===== config.mk =====
export PLATFORM = sky130hd
export DESIGN_NAME = gcd_driver_flat
export DESIGN_NICKNAME = d
export VERILOG_FILES = /design/src/rtl/gcd_driver_if.sv /design/src/rtl/gcd_driver.sv /design/src/flat_wrapper.sv
export SDC_FILE = /design/constraint.sdc
export NUM_CORES = 1
export LEC_CHECK = 0
export CAP_MARGIN = 20
export CORE_ASPECT_RATIO = 1.4
export CORE_UTILIZATION = 50
export CTS_BUF_LIST = sky130_fd_sc_hd__clkbuf_4
export DETAILED_ROUTE_END_ITERATION = 6
export PLACE_DENSITY = 0.85
export SLEW_MARGIN = 20
export SYNTH_ARGS = -nofsm -noshare
export SYNTH_HDL_FRONTEND = slang
export SYNTH_SLANG_ARGS = --single-unit
export TNS_END_PERCENT = 5

===== constraint.sdc =====
create_clock -name clk -period 2.6 [get_ports clk]
set_input_delay 0.78 -clock clk [delete_from_list [all_inputs] [get_ports clk]]
set_output_delay 0.78 -clock clk [all_outputs]
set_load 0.02 [all_outputs]

===== src/rtl/gcd_driver_if.sv =====
// Upstream request bus between the front-end controller and gcd_driver.
// The controller drives start/op_a/op_b and sees the handshake and result.
interface gcd_driver_if #(
    parameter int WIDTH = 5
);
    logic             start;
    logic [WIDTH-1:0] op_a;
    logic [WIDTH-1:0] op_b;
    logic             busy;
    logic             result_valid;
    logic [WIDTH-1:0] result;
    logic             timeout;
    logic [7:0]       op_count;

    modport master (
        output start, op_a, op_b,
        input  busy, result_valid, result, timeout, op_count
    );

    modport slave (
        input  start, op_a, op_b,
        output busy, result_valid, result, timeout, op_count
    );
endinterface


===== src/rtl/gcd_driver.sv =====
// Request-side sequencer for the gcd engine: load strobe, settle window, result capture.
// Optional WAIT timeout is enabled by defining GCD_DRV_TIMEOUT_EN.
module gcd_driver #(
    parameter int WIDTH         = 5,
    parameter int LOAD_CYCLES   = 2,
    parameter int SETTLE_CYCLES = 2
`ifdef GCD_DRV_TIMEOUT_EN
    ,
    parameter int TIMEOUT       = 63
`endif
) (
    input  logic             clk,
    input  logic             reset,
    gcd_driver_if.slave      req,
    output logic             load_n,
    output logic [WIDTH-1:0] a_out,
    output logic [WIDTH-1:0] b_out,
    input  logic [WIDTH-1:0] gcd_result,
    input  logic             gcd_done
);

    localparam int MAX_PHASE = (LOAD_CYCLES > SETTLE_CYCLES) ? LOAD_CYCLES : SETTLE_CYCLES;
    localparam int CNT_W     = (MAX_PHASE < 2) ? 1 : $clog2(MAX_PHASE + 1);

`ifdef GCD_DRV_TIMEOUT_EN
    localparam int TO_W = (TIMEOUT < 2) ? 1 : $clog2(TIMEOUT + 1);
    logic [TO_W-1:0] waitCnt;
`endif

    typedef enum logic [2:0] {
        S_IDLE,
        S_LOAD,
        S_SETTLE,
        S_WAIT,
        S_DONE
    } state_t;

    state_t           state;
    logic [CNT_W-1:0] phaseCnt;

    // The settle window masks gcd_done because the engine's stale minimum can flag a false done.
    always_ff @(posedge clk or negedge reset) begin
        if (!reset) begin
            state            <= S_IDLE;
            phaseCnt         <= '0;
            load_n           <= 1'b1;
            a_out            <= '0;
            b_out            <= '0;
            req.busy         <= 1'b0;
            req.result_valid <= 1'b0;
            req.result       <= '0;
            req.timeout      <= 1'b0;
            req.op_count     <= 8'd0;
`ifdef GCD_DRV_TIMEOUT_EN
            waitCnt          <= '0;
`endif
        end else begin
            req.result_valid <= 1'b0;
            case (state)
                S_IDLE: begin
                    if (req.start) begin
                        a_out    <= req.op_a;
                        b_out    <= req.op_b;
                        load_n   <= 1'b0;
                        req.busy <= 1'b1;
                        phaseCnt <= '0;
                        state    <= S_LOAD;
                    end
                end
                S_LOAD: begin
                    if (phaseCnt == CNT_W'(LOAD_CYCLES - 1)) begin
                        load_n   <= 1'b1;
                        phaseCnt <= '0;
`ifdef GCD_DRV_TIMEOUT_EN
                        waitCnt  <= '0;
`endif
                        state    <= (SETTLE_CYCLES == 0) ? S_WAIT : S_SETTLE;
                    end else begin
                        phaseCnt <= phaseCnt + 1'b1;
                    end
                end
                S_SETTLE: begin
                    if (phaseCnt == CNT_W'(SETTLE_CYCLES - 1)) begin
                        phaseCnt <= '0;
`ifdef GCD_DRV_TIMEOUT_EN
                        waitCnt  <= '0;
`endif
                        state    <= S_WAIT;
                    end else begin
                        phaseCnt <= phaseCnt + 1'b1;
                    end
                end
                S_WAIT: begin
                    if (gcd_done) begin
                        req.result       <= gcd_result;
                        req.timeout      <= 1'b0;
                        req.result_valid <= 1'b1;
                        req.op_count     <= req.op_count + 8'd1;
                        state            <= S_DONE;
                    end
`ifdef GCD_DRV_TIMEOUT_EN
                    // Abandon the request after TIMEOUT samples of WAIT without done.
                    else if (waitCnt == TO_W'(TIMEOUT - 1)) begin
                        req.result       <= '0;
                        req.timeout      <= 1'b1;
                        req.result_valid <= 1'b1;
                        req.op_count     <= req.op_count + 8'd1;
                        state            <= S_DONE;
                    end else begin
                        waitCnt <= waitCnt + 1'b1;
                    end
`endif
                end
                S_DONE: begin
                    req.busy    <= 1'b0;
                    req.timeout <= 1'b0;
                    state       <= S_IDLE;
                end
                default: begin
                    state <= S_IDLE;
                end
            endcase
        end
    end

endmodule

===== src/flat_wrapper.sv =====
// flat-port wrapper written by rule: the top's interface ports become plain ports
module gcd_driver_flat 
#(
    parameter int WIDTH         = 5,
    parameter int LOAD_CYCLES   = 2,
    parameter int SETTLE_CYCLES = 2

)
  (clk, reset, load_n, a_out, b_out, gcd_result, gcd_done, req_start, req_op_a, req_op_b, req_busy, req_result_valid, req_result, req_timeout, req_op_count);
  gcd_driver_if #(.WIDTH(WIDTH)) req_i ();
  input  logic clk;
  input  logic reset;
  output logic load_n;
  output logic [WIDTH-1:0] a_out;
  output logic [WIDTH-1:0] b_out;
  input  logic [WIDTH-1:0] gcd_result;
  input  logic gcd_done;
  input wire logic [$bits(req_i.start)-1:0] req_start;
  input wire logic [$bits(req_i.op_a)-1:0] req_op_a;
  input wire logic [$bits(req_i.op_b)-1:0] req_op_b;
  output wire logic [$bits(req_i.busy)-1:0] req_busy;
  output wire logic [$bits(req_i.result_valid)-1:0] req_result_valid;
  output wire logic [$bits(req_i.result)-1:0] req_result;
  output wire logic [$bits(req_i.timeout)-1:0] req_timeout;
  output wire logic [$bits(req_i.op_count)-1:0] req_op_count;
  assign req_i.start = req_start;
  assign req_i.op_a = req_op_a;
  assign req_i.op_b = req_op_b;
  assign req_busy = req_i.busy;
  assign req_result_valid = req_i.result_valid;
  assign req_result = req_i.result;
  assign req_timeout = req_i.timeout;
  assign req_op_count = req_i.op_count;
  gcd_driver #(.WIDTH(WIDTH), .LOAD_CYCLES(LOAD_CYCLES), .SETTLE_CYCLES(SETTLE_CYCLES)) u_core (.clk(clk), .reset(reset), .req(req_i), .load_n(load_n), .a_out(a_out), .b_out(b_out), .gcd_result(gcd_result), .gcd_done(gcd_done));
endmodule

-- Word-level counts from Yosys, hierarchy flattened
Cells that the tools add are included.
Widths: inputs -> output; s select.
- logic and storage cells: 51
- bits in registers: 32
- bits of input ports: 19
- equal/unequal tests: 9
- add/subtract/negate cells: 2
- reduce and logical (&&, ||, !) cells: 13
- mux-type cells: 17
- operators by type and width (kind ; count):
    $mux 3 ; 4
    $pmux 3 s4 ; 1
    $reduce_and 2->1 ; 5
    $add 8x1->8 const B ; 1
    $reduce_bool 2->1 ; 4
    $eq 3x2->1 const B ; 2
    $mux 1 ; 6
    $pmux 1 s2 ; 3
    $mux 2 ; 2
    $ne 2x1->1 const B ; 2
    $ne 2x2->1 const B ; 2
    $pmux 2 s2 ; 1
    $reduce_and 4->1 ; 1
    $eq 3x1->1 const B ; 1
    $eq 3x3->1 const B ; 1
    $logic_not 3->1 ; 1
    $reduce_and 3->1 ; 1
    $add 2x1->2 const B ; 1
    $eq 2x1->1 const B ; 1
    $reduce_or 2->1 ; 1

-- Logic depth before layout (Yosys ltp)
Gate-level depths: netlist of the first run.
- depth in word-level cells: 4
- gate-level depth with buffers: 5
- depth with buffers taken out: 4

-- Worst setup path after synthesis of the first run
No wires, ideal clock.
- path type: input port to flip-flop
- start point: input req_start
- end point: register u_core.a_out[0]
- arrival time: 1.383 ns
- data required time: 2.475 ns
- path slack: 1.091 ns
- stages on the path: 3
- path buffers: 1
- path through: and3_1 -> buf_6 -> mux2_4
- word-level cells in the longest chain between the ends: 1
- RTL lines (item ; line ; source):
    start: declaration ; flat_wrapper.sv:18 ; input wire logic [$bits(req_i.start)-1:0] req_start;
    $reduce_and 2->1 (no source line) ; n/a ;
    end signal: assignment ; gcd_driver.sv:62 ; a_out <= req.op_a;
    end: declaration ; gcd_driver.sv:16 ; output logic [WIDTH-1:0] a_out,
Every way passes these cells.
A chain may end at the register's enable or synchronous reset.

-- Final worst setup path of the first run
- start point: register u_core.load_n
- end point: output load_n
- RTL lines (item ; line ; source):
    start: declaration ; gcd_driver.sv:15 ; output logic load_n,
    start signal: assignment ; gcd_driver.sv:46 ; load_n <= 1'b1;
    start signal: assignment ; gcd_driver.sv:64 ; load_n <= 1'b0;
    start signal: assignment ; gcd_driver.sv:72 ; load_n <= 1'b1;
    end: declaration ; flat_wrapper.sv:13 ; output logic load_n;
No word-level cell between the ends.

==> results of run 1 <==
==> kinds of logic after synthesis <==
kind of cell / share of synthesized area [%]
adder cells (fa/ha/maj): 0.898
XOR/XNOR: 5.03
flip-flops: 55.8
other: 0.269
buffers and inverters: 5.48
multiplexers: 11.5
AO/OA/AOI/OAI: 5.75
AND/OR/NAND/NOR: 15.3
==> state kept, by name, summed over array words and instances, names as in the netlist <==
signal,flops
u_core.a_out,5
u_core.b_out,5
u_core.load_n,1
u_core.phaseCnt,2
u_core.req.busy,1
u_core.req.op_count,8
u_core.req.result,5
u_core.req.result_valid,1
u_core.state,3
==> layout make-up <==
class                           count  share of cell area (%)
Clock buffer                        5                    1.95
Clock inverter                      3                    2.02
Inverter                            5                   0.975
Multi-Input combinational cell     74                    28.0
Sequential cell                    31                    40.4
Tap cell                           36                    2.34
Timing Repair Buffer               46                    24.3
==> power by group through the flow <==
stage	Combinational, W	Clock [W]	Sequential, W
6_report	0.00101	0.000361	0.000857
3_5_place_dp	0.00101	0	0.000862
5_1_grt	0.00108	0.000396	0.000885
2_1_floorplan	0.000474	0	0.000994
4_1_cts	0.00102	0.000374	0.000859
3_3_place_gp	0.000991	0	0.000851
==> cells in the mapped netlist, types with 2 or more instances <==
cell     instances
dfrtp_1         30
nand2_1         23
mux2_4          10
nor2_1           5
a21oi_1          4
buf_6            4
inv_1            4
xnor2_1          4
xor2_1           4
nor3_1           3
nand3_1          2
o21ai_0          2
==> metal layers <==
layer | GRT usage (%) | vias up | share of wire (%)
li1 | - | 477 | -
met1 | 29.0 | 480 | 43
met2 | 31.1 | 25 | 51
met3 | 7.24 | 4 | 4.7
met4 | 8.82 | 0 | 1.3
met5 | 0 | - | 0
==> worst paths after layout <==
check	from	endpoint	slack (ns)	depth (start not counted)
hold reg to reg	u_core.req.op_count[7]	u_core.req.op_count[7]	0.48	1
setup / recovery	u_core.load_n	load_n	0.34	1
setup reg to reg	u_core.state[1]	u_core.a_out[4]	1.03	4
hold / removal	u_core.req.op_count[7]	u_core.req.op_count[7]	0.48	1
max in group asynchronous	reset	u_core.req.op_count[5]	1.23	2
min in group asynchronous	reset	u_core.a_out[2]	0.83	1
==> through the flow <==
step	hold slack, ns	worst slack (ns)
final	0.484	0.339
after CTS	0.493	0.323
after detailed placement	0.465	0.376
after floorplan	0.484	1.09
after global placement	0.457	0.370
after global routing	0.504	0.267
==> results.md, run 1 <==
* TritonCTS clock tree: done
* Core ar. at 2640 um2
* Worst path buffer plus inverter count at 1
* Largest net degree at the start of global routing at 20
* Cts bufs inserted at 5
* Fin. Hold Viols at 0
* Comb pwr share at between 40% and 50%
* Die Ht at between 60 and 70 um
* Post-synth ARST share at 100%
* Crit Path Max Fanout at 3
* Rel. slew slack at 56.4%
* Total Nets Final at about 180
* Synth top area cells: dfrtp_1, mux2_4, nand2_1, buf_6, xnor2_1
* Post-Synthesis Cell Area at ~1400 um2
* DP Cell Count at 192
* Post-synth EDFFs at 0
* Clock Skews at 0.0109 ns
* Fmax achieved at ~440 MHz
* DR vias at approximately 990
* CP Capture Type: output pin
* Vias in the first global route at between 900 and 1000
* Initial Util at around 53%
* Drt total wl at ~2700 um
* Io pins at 46
* Worst VDD drop at about 0.62 mV
* Vias per std cell at 4.93
* Die width at between 40 and 50 um
* I/O Buffers at 44
* Post-Syn Instances at 116
* Status: completed
* Slowest stage delay, CP at approximately 0.6 ns
* Detailed Route Iter0 Violations at 12
* Largest area contributor in the netlist: dfrtp_1
* Initial antenna violation count at 0
* RSZ-0062 raised after global routing: no
* Top_reg_cell synth: dfrtp_1
* Critical Path Source Type: register
* Number of synthesized register bits at 31
* H-tree level count at 2
* Num Clock Sinks at 31
* Final non-filler cell total at 200
* Gr ovfl total at 0
* Clock Tree Buf Depth at 2
* Crit path cell chain: clkdlybuf4s50_1
* Layout cells sized above 1 at around 15%
* Routed WL per cell at 13.7 um
* Postcts setup bufs at 0
* Post-synth top area share at between 50% and 60%
* FP Rows at 22
* Commonest non-fill, non-tap cell in the layout: clkdlybuf4s50_1
* Arr. time, crit path at around 1.5 ns
* Util after Layout at 72.8%
* Die area at about 3000 um2
* Ant diodes at 0
* Clk_lat worst skew at 0.34 ns
* Commonest non-fill, non-tap cells in the layout: clkdlybuf4s50_1, dfrtp_1, nand2_1
* PostCTS Resize Cnt at 0
* Design area at about 1900 um2
* Critical path type: register to output pin
* Warnings, synthesis at 0
* Total GRT Usage at a little over a fifth
* Sw Share at between 30% and 40%
* Fillers at slightly above 200
* Hold-fix buffers at CTS at 0
* Pint at 0.00142 W
* Least-Margin Pin Slew at about 0.65 ns
* First-pass GRT wire length at around 4500 um
* Setup violators final at 0
* TNS Setup at 0 ns
* Area growth syn-to-layout at 38.2%
* P_sw at between 0.0008 and 0.0009 W
* Synthesized Nets at 136
* FF+latch area at 777 um2
* Crit path max-delay family: buffers and inverters
* Remaining DRCs at 0
* Min cycle time layout at around 2.3 ns
* Power per cell area at between 1000 and 1500 nW/um2
* Placed Area at approximately 1800 um2
* Lkg Pwr at 0.891 nW
* Slew Viols, Final at 0
* Final period util at approximately 87%
* TritonRoute pass-1 iters at 4
* Worst path slowest cell: clkdlybuf4s50_1
* CTS Root Cell: clkbuf_4
* Worst hold path type: register to register
* WP data required at 1.82 ns
* GPL Wtd Cong at a little under 0.8
* Avg Synthesized Cell Area at approximately 12 um2
* Routed Antenna Nets at 0
* Max Cap Viol at 0
* Reg power frac at 38.5%
* Multi-input logic area at between 500 and 600 um2
* Seq/Total Area, Yosys at between 50% and 60%
* Pwr Total at about 0.0022 W
* Yosys cell types at 33
* Hpwl dp at around 2000 um
* Clock-pin slew on the worst setup and hold paths at around 0.090 ns
* Clk network pwr share at ~16%
Note: power is estimated with default switching activity, not from simulation.
==> run 2: changes to the inputs <==
Settings changed: CORE_UTILIZATION 50 to 42, PLACE_DENSITY 0.85 to 0.73.
==> run 2 against run 1 <==
Non-clock buffer count is the same. Worst hold slack lost 0.0062 ns. Maximum frequency is essentially flat. Clock skew grew 0.011 ns. Sequential cell count is the same. Clock power shrank 20%. Count of clock-buffer cells in the layout grew 1. Register-to-register slack lost 0.05 ns. Critical path type unchanged.
==> results.md, run 2 (same netlist as run 1, synthesis figures left out) <==
* CTS Root Cell: clkbuf_4
* Final period util at 87.0% (about the same)
* CP startpoint: u_core.load_n
* Min cycle time layout at 2.26 ns (+0.00149 ns)
* Met3 Resource Use GR at 9.37% (+2.1 points)
* Busiest layer in global routing: met2
* Core ar. at 3120 um2 (+18%)
* Slew Viols, Final at 0 (unchanged)
* Worst path slowest cell: clkdlybuf4s50_1
* Worst path buffer plus inverter count at 1 (unchanged)
* Die Ht at 70.1 um (+8.8%)
* Slowest stage delay, CP at 0.60 ns (about the same)
* Detailed Route Iter0 Violations at 23 (+11)
* Lkg Pwr at 0.880 nW (-1.2%)
* Remaining DRCs at 0 (unchanged)
* Arr. time, crit path at 1.48 ns (about the same)
* Setup violators final at 0 (unchanged)
* Total GRT Usage at 19.5% (-2.0 points)
* Initial Util at 44.6% (-8.1 points)
* TNS Setup at 0 ns (unchanged)
* GR Util met1 at 22.1% (-6.9 points)
* Total Nets Final at 183 (unchanged)
* Die width at 50.7 um (+8.7%)
* Initial antenna violation count at 0 (unchanged)
* Status: completed
* Rel. slew slack at 58.0% (+1.6 points)
* Clock-pin slew on the worst setup and hold paths at 0.09 ns (about the same)
* Clock Tree Buf Depth at 2 (unchanged)
* H-tree level count at 2 (unchanged)
* GPL Wtd Cong at 0.781 (-1.7%)
* RSZ-0062 raised after global routing: no
* Power per cell area at 1130 nW/um2 (-2.1%)
* Drt total wl at 2950 um (+7.3%)
* Hpwl dp at 2130 um (+5.7%)
* Critical path type: register to output pin
* Die area at 3550 um2 (+18%)
* First-pass GRT wire length at 4990 um (+10%)
* Cts bufs inserted at 5 (unchanged)
* WP data required at 1.82 ns (about the same)
* Ant diodes at 0 (unchanged)
* Area growth syn-to-layout at 37.1%
* Fin. Hold Viols at 0 (unchanged)
* PostCTS Resize Cnt at 0 (unchanged)
* Least-Margin Pin Slew at 0.628 ns (-0.0237 ns)
* FP Rows at 24 (+9.1%)
* Hold_sp: u_core.req.op_count[7]
* Critical Path Source Type: register
* CP Capture Type: output pin
* Fmax achieved at 442 MHz (about the same)
* Worst reg2reg path startpoint: u_core.state[1]
* Layout cells sized above 1 at 15.2% (+0.61 points)
* Largest net degree at the start of global routing at 20 (unchanged)
* Commonest non-fill, non-tap cells in the layout: clkdlybuf4s50_1, dfrtp_1, nand2_1
* Crit path cell chain: clkdlybuf4s50_1
* Crit path max-delay family: buffers and inverters
* Clock Skews at 0.0219 ns (+0.0110 ns)
* Routed Antenna Nets at 0 (unchanged)
* I/O Buffers at 44 (unchanged)
* Num Clock Sinks at 31 (unchanged)
* Postcts setup bufs at 0 (unchanged)
* Vias in the first global route at 1070 (+7.4%)
* Routed WL per cell at 14.5 um (+5.7%)
* TritonCTS clock tree: done
* Max Cap Viol at 0 (unchanged)
* Pwr Total at 0.00216 W (-2.8%)
* Hold-fix buffers at CTS at 0 (unchanged)
* Io pins at 46 (unchanged)
* Worst hold path type: register to register
* Commonest non-fill, non-tap cell in the layout: clkdlybuf4s50_1
* Vias per std cell at 5.04 (+2.2%)
* Reg with most FFs: u_core.req.op_count
* DR vias at 1023 (+3.8%)
* Crit Path Max Fanout at 3 (unchanged)
* GR Util met2 at 30.1% (-1.0 points)
* Worst VDD drop at 0.699 mV (+12%)
* Clk_lat worst skew at 0.35 ns (about the same)
* Gr ovfl total at 0 (unchanged)
* Largest register FFs at 8 (unchanged)
* TritonRoute pass-1 iters at 4 (unchanged)
==> run 2: changes by cell type in the layout (fill, tap and decap cells not counted), sizes merged <==
| cell | before | now |
|---|---|---|
| bufinv | 1 | 0 |
| clkbuf | 5 | 6 |
| clkinv | 3 | 2 |
| clkinvlp | 0 | 1 |
==> run 2: area by class of cell <==
cell class,count,area (um2)
inverters,5,18.8
repair buffers,46,468
clock buffers,6,45.0
multi-input cells,74,539
clock inverters,2,12.5
well taps,39,48.8
fillers,273,1210
flip-flops and latches,31,777
==> run 2: worst paths after layout <==
check                           slack, ns  cells after the start                     end
max in group asynchronous            1.26                      2    u_core.req.result[2]
worst max-delay path                 0.34                      1                  load_n
min in group asynchronous            0.81                      1         u_core.b_out[2]
worst max register to register       0.98                      4         u_core.a_out[2]
worst min register to register       0.48                      1  u_core.req.op_count[7]
worst min-delay path                 0.48                      1  u_core.req.op_count[7]
==> run 2: metal layers <==
| layer | wire [um] | up-vias | share of wire [%] |
|---|---|---|---|
| met5 | 0 | - | 0 |
| met4 | 71 | 0 | 2.4 |
| met3 | 173 | 7 | 5.9 |
| met2 | 1500 | 32 | 51 |
| met1 | 1200 | 504 | 41 |
| li1 | - | 480 | - |
==> run 2: stage by stage <==
step	hold slack (ns)	util [%]	area, um2	setup WS, ns	std cells
after CTS	0.481	61.1	1910	0.314	203
final	0.478	61.1	1910	0.338	203
after global routing	0.502	61.1	1910	0.284	203
after floorplan	0.484	-	1390	1.09	116
after detailed placement	0.462	59.3	1850	0.340	195
after global placement	0.459	59.3	1850	0.363	195
==> run 2: power breakdown <==
part / switching [W] / internal, W / total, W
sequential: 0.000186 / 0.000672 / 0.000858
combinational: 0.000465 / 0.000551 / 0.00102
clock: 0.000175 / 0.000115 / 0.000289
total: 0.000826 / 0.00134 / 0.00216
==> run 3: changes to the inputs <==
Settings changed: CORE_UTILIZATION 42 to 50, PLACE_DENSITY 0.73 to 0.85.
==> results of run 3 <==
Final layout, timing and power as in run 1 (identical DEF).
